### src/rtl/seq_shift_add_mult.sv
// rtl/seq_shift_add_mult.sv - iterative radix-2 shift-and-add multiplier, WIDTH cycles per product
// Optional two's-complement operands when SEQ_MULT_SIGNED_EN is defined.
module seq_shift_add_mult #(
  parameter int WIDTH = 8
) (
  input  logic                 clk,
  input  logic                 rst_n,
  input  logic                 in_valid,
  output logic                 in_ready,
  input  logic [WIDTH-1:0]     a,
  input  logic [WIDTH-1:0]     b,
  output logic                 out_valid,
  input  logic                 out_ready,
  output logic [2*WIDTH-1:0]   product,
  output logic                 busy
);

  localparam int CW = (WIDTH > 2) ? $clog2(WIDTH) : 1;

  typedef enum logic [1:0] {
    IDLE = 2'd0,
    CALC = 2'd1,
    DONE = 2'd2
  } state_t;

  state_t               state;
  state_t               state_nxt;
  logic [2*WIDTH:0]     acc;
  logic [2*WIDTH:0]     acc_nxt;
  logic [WIDTH:0]       sum;
  logic [WIDTH-1:0]     mcand;
  logic [CW-1:0]        count;
  logic [WIDTH-1:0]     op_a;
  logic [WIDTH-1:0]     op_b;
  logic [2*WIDTH-1:0]   result;
  logic                 accept;
  logic                 last_iter;

  assign accept    = in_valid && in_ready;
  assign last_iter = (count == CW'(0));

`ifdef SEQ_MULT_SIGNED_EN
  logic sign;

  // Magnitudes: the most-negative value negates to itself, which reads correctly as unsigned.
  assign op_a   = a[WIDTH-1] ? -a : a;
  assign op_b   = b[WIDTH-1] ? -b : b;
  assign result = sign ? -acc_nxt[2*WIDTH-1:0] : acc_nxt[2*WIDTH-1:0];

  always_ff @(posedge clk or negedge rst_n) begin
    if (!rst_n) begin
      sign <= 1'b0;
    end else if (accept) begin
      sign <= a[WIDTH-1] ^ b[WIDTH-1];
    end
  end
`else
  assign op_a   = a;
  assign op_b   = b;
  assign result = acc_nxt[2*WIDTH-1:0];
`endif

  // Top WIDTH+1 bits keep the adder carry, so the shifted-out accumulator never overflows.
  always_comb begin
    sum     = acc[2*WIDTH:WIDTH] + (acc[0] ? {1'b0, mcand} : {(WIDTH+1){1'b0}});
    acc_nxt = {1'b0, sum, acc[WIDTH-1:1]};
  end

  always_ff @(posedge clk or negedge rst_n) begin
    if (!rst_n) begin
      state <= IDLE;
    end else begin
      state <= state_nxt;
    end
  end

  always_comb begin
    state_nxt = state;
    case (state)
      IDLE:    if (accept) state_nxt = CALC;
      CALC:    if (last_iter) state_nxt = DONE;
      DONE:    if (out_ready) state_nxt = IDLE;
      default: state_nxt = IDLE;
    endcase
  end

  always_comb begin
    in_ready  = rst_n && (state == IDLE);
    busy      = (state == CALC);
    out_valid = (state == DONE);
  end

  always_ff @(posedge clk or negedge rst_n) begin
    if (!rst_n) begin
      acc     <= '0;
      mcand   <= '0;
      count   <= '0;
      product <= '0;
    end else begin
      if (accept) begin
        mcand <= op_a;
        acc   <= {{(WIDTH+1){1'b0}}, op_b};
        count <= CW'(WIDTH-1);
      end else if (state == CALC) begin
        acc   <= acc_nxt;
        count <= count - CW'(1);
        if (last_iter) begin
          product <= result;
        end
      end
    end
  end

endmodule
### config.mk
export PLATFORM = sky130hd
export DESIGN_NAME = seq_shift_add_mult
export DESIGN_NICKNAME = d
export VERILOG_FILES = /design/src/rtl/seq_shift_add_mult.sv
export SDC_FILE = /design/constraint.sdc
export NUM_CORES = 1
export LEC_CHECK = 0
export ABC_CLOCK_PERIOD_IN_PS = 6250
export CAP_MARGIN = 20
export CELL_PAD_IN_SITES_DETAIL_PLACEMENT = 1
export CELL_PAD_IN_SITES_GLOBAL_PLACEMENT = 2
export CORE_ASPECT_RATIO = 1.1
export CORE_MARGIN = 5
export CORE_UTILIZATION = 42
export DETAILED_ROUTE_END_ITERATION = 16
export DONT_BUFFER_PORTS = 1
export GPL_TIMING_DRIVEN = 0
export HOLD_SLACK_MARGIN = 0.12
export PLACE_DENSITY_LB_ADDON = 0.3
export SLEW_MARGIN = 20
export SYNTH_ARGS = -nofsm -noshare
export SYNTH_HDL_FRONTEND = slang
export SYNTH_SLANG_ARGS = --single-unit
export TNS_END_PERCENT = 30
### constraint.sdc
create_clock -name clk -period 6.25 [get_ports clk]
set_input_delay 1.25 -clock clk [delete_from_list [all_inputs] [get_ports clk]]
set_output_delay 1.25 -clock clk [all_outputs]
set_load 0.01 [all_outputs]
==> impl_metrics.csv, run 1 <==
group,metric,value,unit
floorplanning,coreArea,5067,um2
grt,grt_pass1_vias,1729,
floorplanning,die-height,86.12,um
synth,syn_nets,252,
clocking,clk_latency,0.29,ns
critical_path,crit_required,5.00,ns
synth,avgSynthCellArea,10.01,um2
drt,vias_per_cell,5.488,
grt,antenna_found_initial,0,
synth,ys_seq_area_frac,0.5090,
timing,hold_viol,0,
drt,via_count,1575,
drt,routed_wl,4888,um
final_layout,multi_input_comb_area,983.4,um2
clocking,cts_sinks,45,
critical_path,path_cells,"nor3b_2",
placement,gp_congestion,0.7258,
floorplanning,dieWidth,79.20,um
drt,dr.pass1.iters,4,
final_layout,final_cell_mix,"nand2_1 (56), dfrtp_1 (45), nor2_1 (13)",
clocking,cts_tree,"done",
timing,grt_setup_unrepaired,"no",
synth,ys_ff_latch,45,
critical_path,cp_max_fo,46,
critical_path,cp-start-kind,"input port",
timing,period_needed,2.861,ns
grt,track_usage,0.1551,
clocking,cts-htree-levels,2,
critical_path,crit_path_end_kind,"primary output",
final_layout,layout_commonest_cell,"nand2_1",
timing,setup_ws,3.389,ns
timing,fin_tns_setup,0,ns
placement,portBuffers,0,
critical_path,worstPathArrival,1.61,ns
critical_path,max_stage_delay,0.35,ns
drt,drt-wirelength-per-cell,17.03,um
timing,relSlewSlack,0.7265,
timing,finalMaxSlewViolations,0,
critical_path,critPathTopFamily,"simple AND/OR/NAND/NOR gates",
critical_path,crit_buf_inv,0,
floorplanning,ios,39,
flow_run,maxCapViolCount,0,
clocking,hold_buffers,0,
grt,grt_start_max_net_pins,47,
final_layout,antennaDiodeCount,0,
floorplanning,rows,27,
status,status,"complete, no violations",
final_layout,finalNetCount,259,
synth,syn_area,2212,um2
drt,drt-initial-drc-count,37,
floorplanning,initial_core_util,0.4365,
power_and_ir_drop,power_leakage,1.145,nW
placement,dp_hpwl,3769,um
timing,clock_skew,0.01001,ns
clocking,cts_resized,0,
critical_path,rr_worst_depth,8,
min_path,holdPathStages,2,
timing,fin_crit_sh,0.4577,
clocking,post-cts-setup-buffer-count,0,
synth,syn_inst,221,
synth,ys_types,33,
critical_path,crit_path_top_delay_cell,"nor3b_2",
grt,grt_pass1_wl,8300,um
placement,dp_slack,3.369,ns
synth,ys_warn_count,0,
final_layout,drive_gt1_frac,0.1485,
power_and_ir_drop,vdd.ir_drop.worst,216.9,uV
timing,max_freq,0.3496,GHz
timing,setup-violations-final,0,
min_path,hold_path.class,"reg -> reg",
drt,ant_nets,0,
power_and_ir_drop,power_density,518.1,nW/um2
floorplanning,dieArea,6820,um2
timing,worst_slew_pin_slew,0.4085,ns
clocking,cts_buffers,5,
synth,synth_top_area_frac,0.5090,
final_layout,syn_to_final_growth,7.070,%
critical_path,path_class,"in -> out",
grt,gr-total-overflow,0,
drt,drc,0,
clocking,clkTransAtPathRegs,0.07,ns
clocking,clk_path_buf_depth,2,
synth,yosys-top-cells-area,"dfrtp_1 (51%), nand2_1 (9.5%), ha_1 (5.7%), mux2_4 (3.4%), and2_1 (2.5%)",
critical_path,cp.depth,1,
final_layout,nFillCells,587,
final_layout,layout.area.seq,1126,um2
synth,yosysTopAreaCell,"dfrtp_1",
clocking,cts-root-buf,"clkbuf_8",
==> per-stage QoR <==
| step | cell area (um2) | cells | util | hold slack, ns | total power, mW |
|---|---|---|---|---|---|
| 6_report | 2369 | 287 | 0.4674 | 0.4765 | 1.227 |
| 2_1_floorplan | 2212 | 221 | - | 0.4369 | 0.9261 |
| 3_5_place_dp | 2285 | 279 | 0.4509 | 0.4663 | 1.069 |
| 4_1_cts | 2369 | 287 | 0.4674 | 0.4849 | 1.249 |
| 5_1_grt | 2369 | 287 | 0.4674 | 0.5082 | 1.330 |
| 3_3_place_gp | 2285 | 279 | 0.4509 | 0.4534 | 1.033 |
==> kinds of logic (layout without fill, tap and decap cells) <==
group | Yosys count | after routing | synth area share
buffers and inverters | 16 | 24 | 0.04638
and+or+nand+nor | 92 | 92 | 0.1850
xor gates and xnor gates | 6 | 6 | 0.02376
muxes | 9 | 9 | 0.05430
DFF | 45 | 45 | 0.5090
AOI/OAI and AO/OA | 42 | 42 | 0.1160
adders and majority gates | 11 | 11 | 0.06561
==> power by group <==
group          internal (mW)  switching (mW)
clock                 0.0792          0.0945
combinational          0.225           0.285
sequential             0.425           0.118
==> layout make-up <==
class / count / share of cell area
tap: 58 / 0.03064
sequential: 45 / 0.4754
clock inverter: 1 / 0.003170
clock buffer: 7 / 0.03222
multi-input combinational: 160 / 0.4152
buffer: 10 / 0.03381
inverter: 6 / 0.009509
==> synth_stat cells (all sizes together) <==
master,n
a211oi,1
a21o,1
a21oi,7
a31oi,8
and2,9
buf,10
dfrtp,45
fa,1
ha,10
inv,6
mux2,9
nand2,58
nand2b,2
nand3,7
nor2,13
nor2b,1
nor3b,1
o211ai,4
o21a,1
o21ai,19
o21bai,1
or2b,1
xnor2,1
xor2,5
==> final timing paths <==
check	slack (ns)	end	startpoint
max	3.39	in_ready	rst_n
min	0.48	mcand[4]	mcand[4]
max reg2reg	3.92	product[13]	acc[0]
min reg2reg	0.48	mcand[4]	mcand[4]
max in group asynchronous	5.52	mcand[3]	rst_n
min in group asynchronous	0.64	state[1]	rst_n
==> layer usage <==
| metal | GRT usage | share of wire | vias to the layer above |
|---|---|---|---|
| met1 | 0.1772 | 0.40 | 790 |
| met4 | 0.05156 | 0.012 | 0 |
| met2 | 0.2749 | 0.54 | 29 |
| met3 | 0.04622 | 0.054 | 5 |
| met5 | 0 | 0 | - |
| li1 | - | - | 751 |
==> state kept, by name, indices dropped and copies added, names as in the netlist <==
register  cells
state         2
acc          16
mcand         8
count         3
product      16
Note: power is estimated with default switching activity, not from simulation.
==> run 2: changes to the inputs <==
Settings changed: ABC_CLOCK_PERIOD_IN_PS 6250 to 2600, CORE_UTILIZATION 42 to 35.
Clock period 6.25 ns to 2.6 ns, I/O delays scaled along.
==> impl_metrics.csv, run 2 (synthesis results as in run 1) <==
group,metric,value,unit
timing,setup_ws,0.2974,ns
final_layout,utilization,0.3963,
drt,drc,0,
final_layout,multi_input_comb_area,983.4,um2
floorplanning,initial_core_util,0.3593,
drt,dr.pass1.iters,3,
final_layout,antennaDiodeCount,0,
critical_path,crit_start,"acc[0]",
timing,hold_viol,0,
floorplanning,rows,30,
clocking,cts-htree-levels,2,
floorplanning,die-height,93.38,um
critical_path,cp_max_fo,9,
final_layout,drive_gt1_frac,0.1565,
clocking,cts_sinks,45,
power_and_ir_drop,vdd.ir_drop.worst,424.6,uV
grt,grt_use_met3,0.04581,
timing,fin_crit_sh,0.8856,
power_and_ir_drop,power_leakage,1.167,nW
timing,fin_tns_setup,0,ns
placement,dp_slack,0.2901,ns
min_path,hold_path.class,"in -> reg",
drt,routed_wl,5085,um
clocking,cts-root-buf,"clkbuf_8",
floorplanning,dieArea,8012,um2
floorplanning,dieWidth,85.80,um
grt,grt_use_met2,0.2254,
critical_path,worstPathArrival,2.48,ns
placement,placed_area,2312,um2
grt,track_usage,0.1352,
clocking,cts_buffers,5,
power_and_ir_drop,power_density,1220,nW/um2
grt,use_met1,0.1668,
final_layout,final_cell_mix,"nand2_1 (56), dfrtp_1 (45), nor2_1 (13)",
grt,antenna_found_initial,0,
clocking,clk_path_buf_depth,2,
critical_path,cp-start-kind,"flip-flop",
critical_path,crit_path_end_kind,"flip-flop",
floorplanning,coreArea,6156,um2
clocking,clkTransAtPathRegs,0.09,ns
critical_path,rr_worst_depth,8,
timing,holdWs,0.3218,ns
critical_path,critical_path.endpoint,"product[13]",
timing,worst_slew_pin_slew,0.4268,ns
drt,via_count,1547,
placement,gp_congestion,0.7368,
timing,relSlewSlack,0.7142,
final_layout,layout_commonest_cell,"nand2_1",
floorplanning,ios,39,
critical_path,reg2reg_slack,0.30,ns
drt,drt-wirelength-per-cell,16.40,um
final_layout,layout.area.seq,1126,um2
grt,grt_pass1_wl,8466,um
clocking,cts_resized,0,
timing,grt_setup_unrepaired,"no",
critical_path,r2r-start,"acc[0]",
grt,gr-total-overflow,0,
grt,grt_pass1_vias,1738,
placement,place_inst,301,
timing,clock_skew,0.006570,ns
timing,period_needed,2.303,ns
flow_run,maxCapViolCount,0,
timing,setup-violations-final,0,
placement,dp_hpwl,3682,um
critical_path,path_class,"reg -> reg",
drt,ant_nets,0,
final_layout,finalNetCount,261,
final_layout,final_area,2440,um2
final_layout,syn_to_final_growth,10.29,%
placement,portBuffers,0,
critical_path,r2r-end,"product[13]",
power_and_ir_drop,p_total,2.977,mW
drt,vias_per_cell,4.990,
final_layout,top_regs,"acc (16), product (16), mcand (8)",
clocking,cts_tree,"done",
final_layout,nFillCells,717,
grt,grt_busiest_layer,"met2",
final_layout,stdcell_count,310,
status,status,"complete, no violations",
timing,finalMaxSlewViolations,0,
timing,max_freq,0.4343,GHz
clocking,clk_latency,0.29,ns
critical_path,crit_required,2.78,ns
drt,drt-initial-drc-count,58,
grt,grt_start_max_net_pins,46,
==> run 2: worst min path at each step <==
stage | end | cells after the start | slack (ns) | start
6_report | state[1] | 1 | 0.32 | out_ready
5_1_grt | state[1] | 1 | 0.31 | out_ready
4_1_cts | state[1] | 1 | 0.31 | out_ready
3_5_place_dp | product[15] | 0 | 0.23 | rst_n
3_3_place_gp | product[14] | 0 | 0.23 | rst_n
2_1_floorplan | acc[0] | 0 | 0.22 | rst_n
==> run 2: worst max-delay path: stages, from the launching register on <==
cell,delay [ns]
dfrtp_1,0.46
and2_1,0.18
ha_1,0.23
fa_1,0.42
a21oi_1,0.24
o211ai_1,0.14
a21oi_2,0.19
xor2_1,0.24
o21ai_0,0.10
==> run 2: layer usage <==
metal / wire, um / up-vias
met2: 2466 / 32
li1: - / 755
met4: 56 / 0
met3: 305 / 7
met1: 2256 / 753
met5: 0 / -
==> run 2: cell type report <==
type,count,area share
clock inverter,1,0.003077
timing repair buffer,2,0.01538
sequential,45,0.4615
multi-input combinational,160,0.4031
tap,80,0.04103
buffer,10,0.03282
inverter,6,0.009231
clock buffer,6,0.03385
==> run 2: repair_timing <==
item,in CTS,in global routing
buffers inserted,0,0
hold buffers,2,0
hold endpoints to repair,45,0
==> run 2: power by group <==
part | total [mW] | internal (mW) | switching (mW)
sequential | 1.30 | 1.02 | 0.279
clock | 0.449 | 0.211 | 0.239
combinational | 1.23 | 0.545 | 0.681
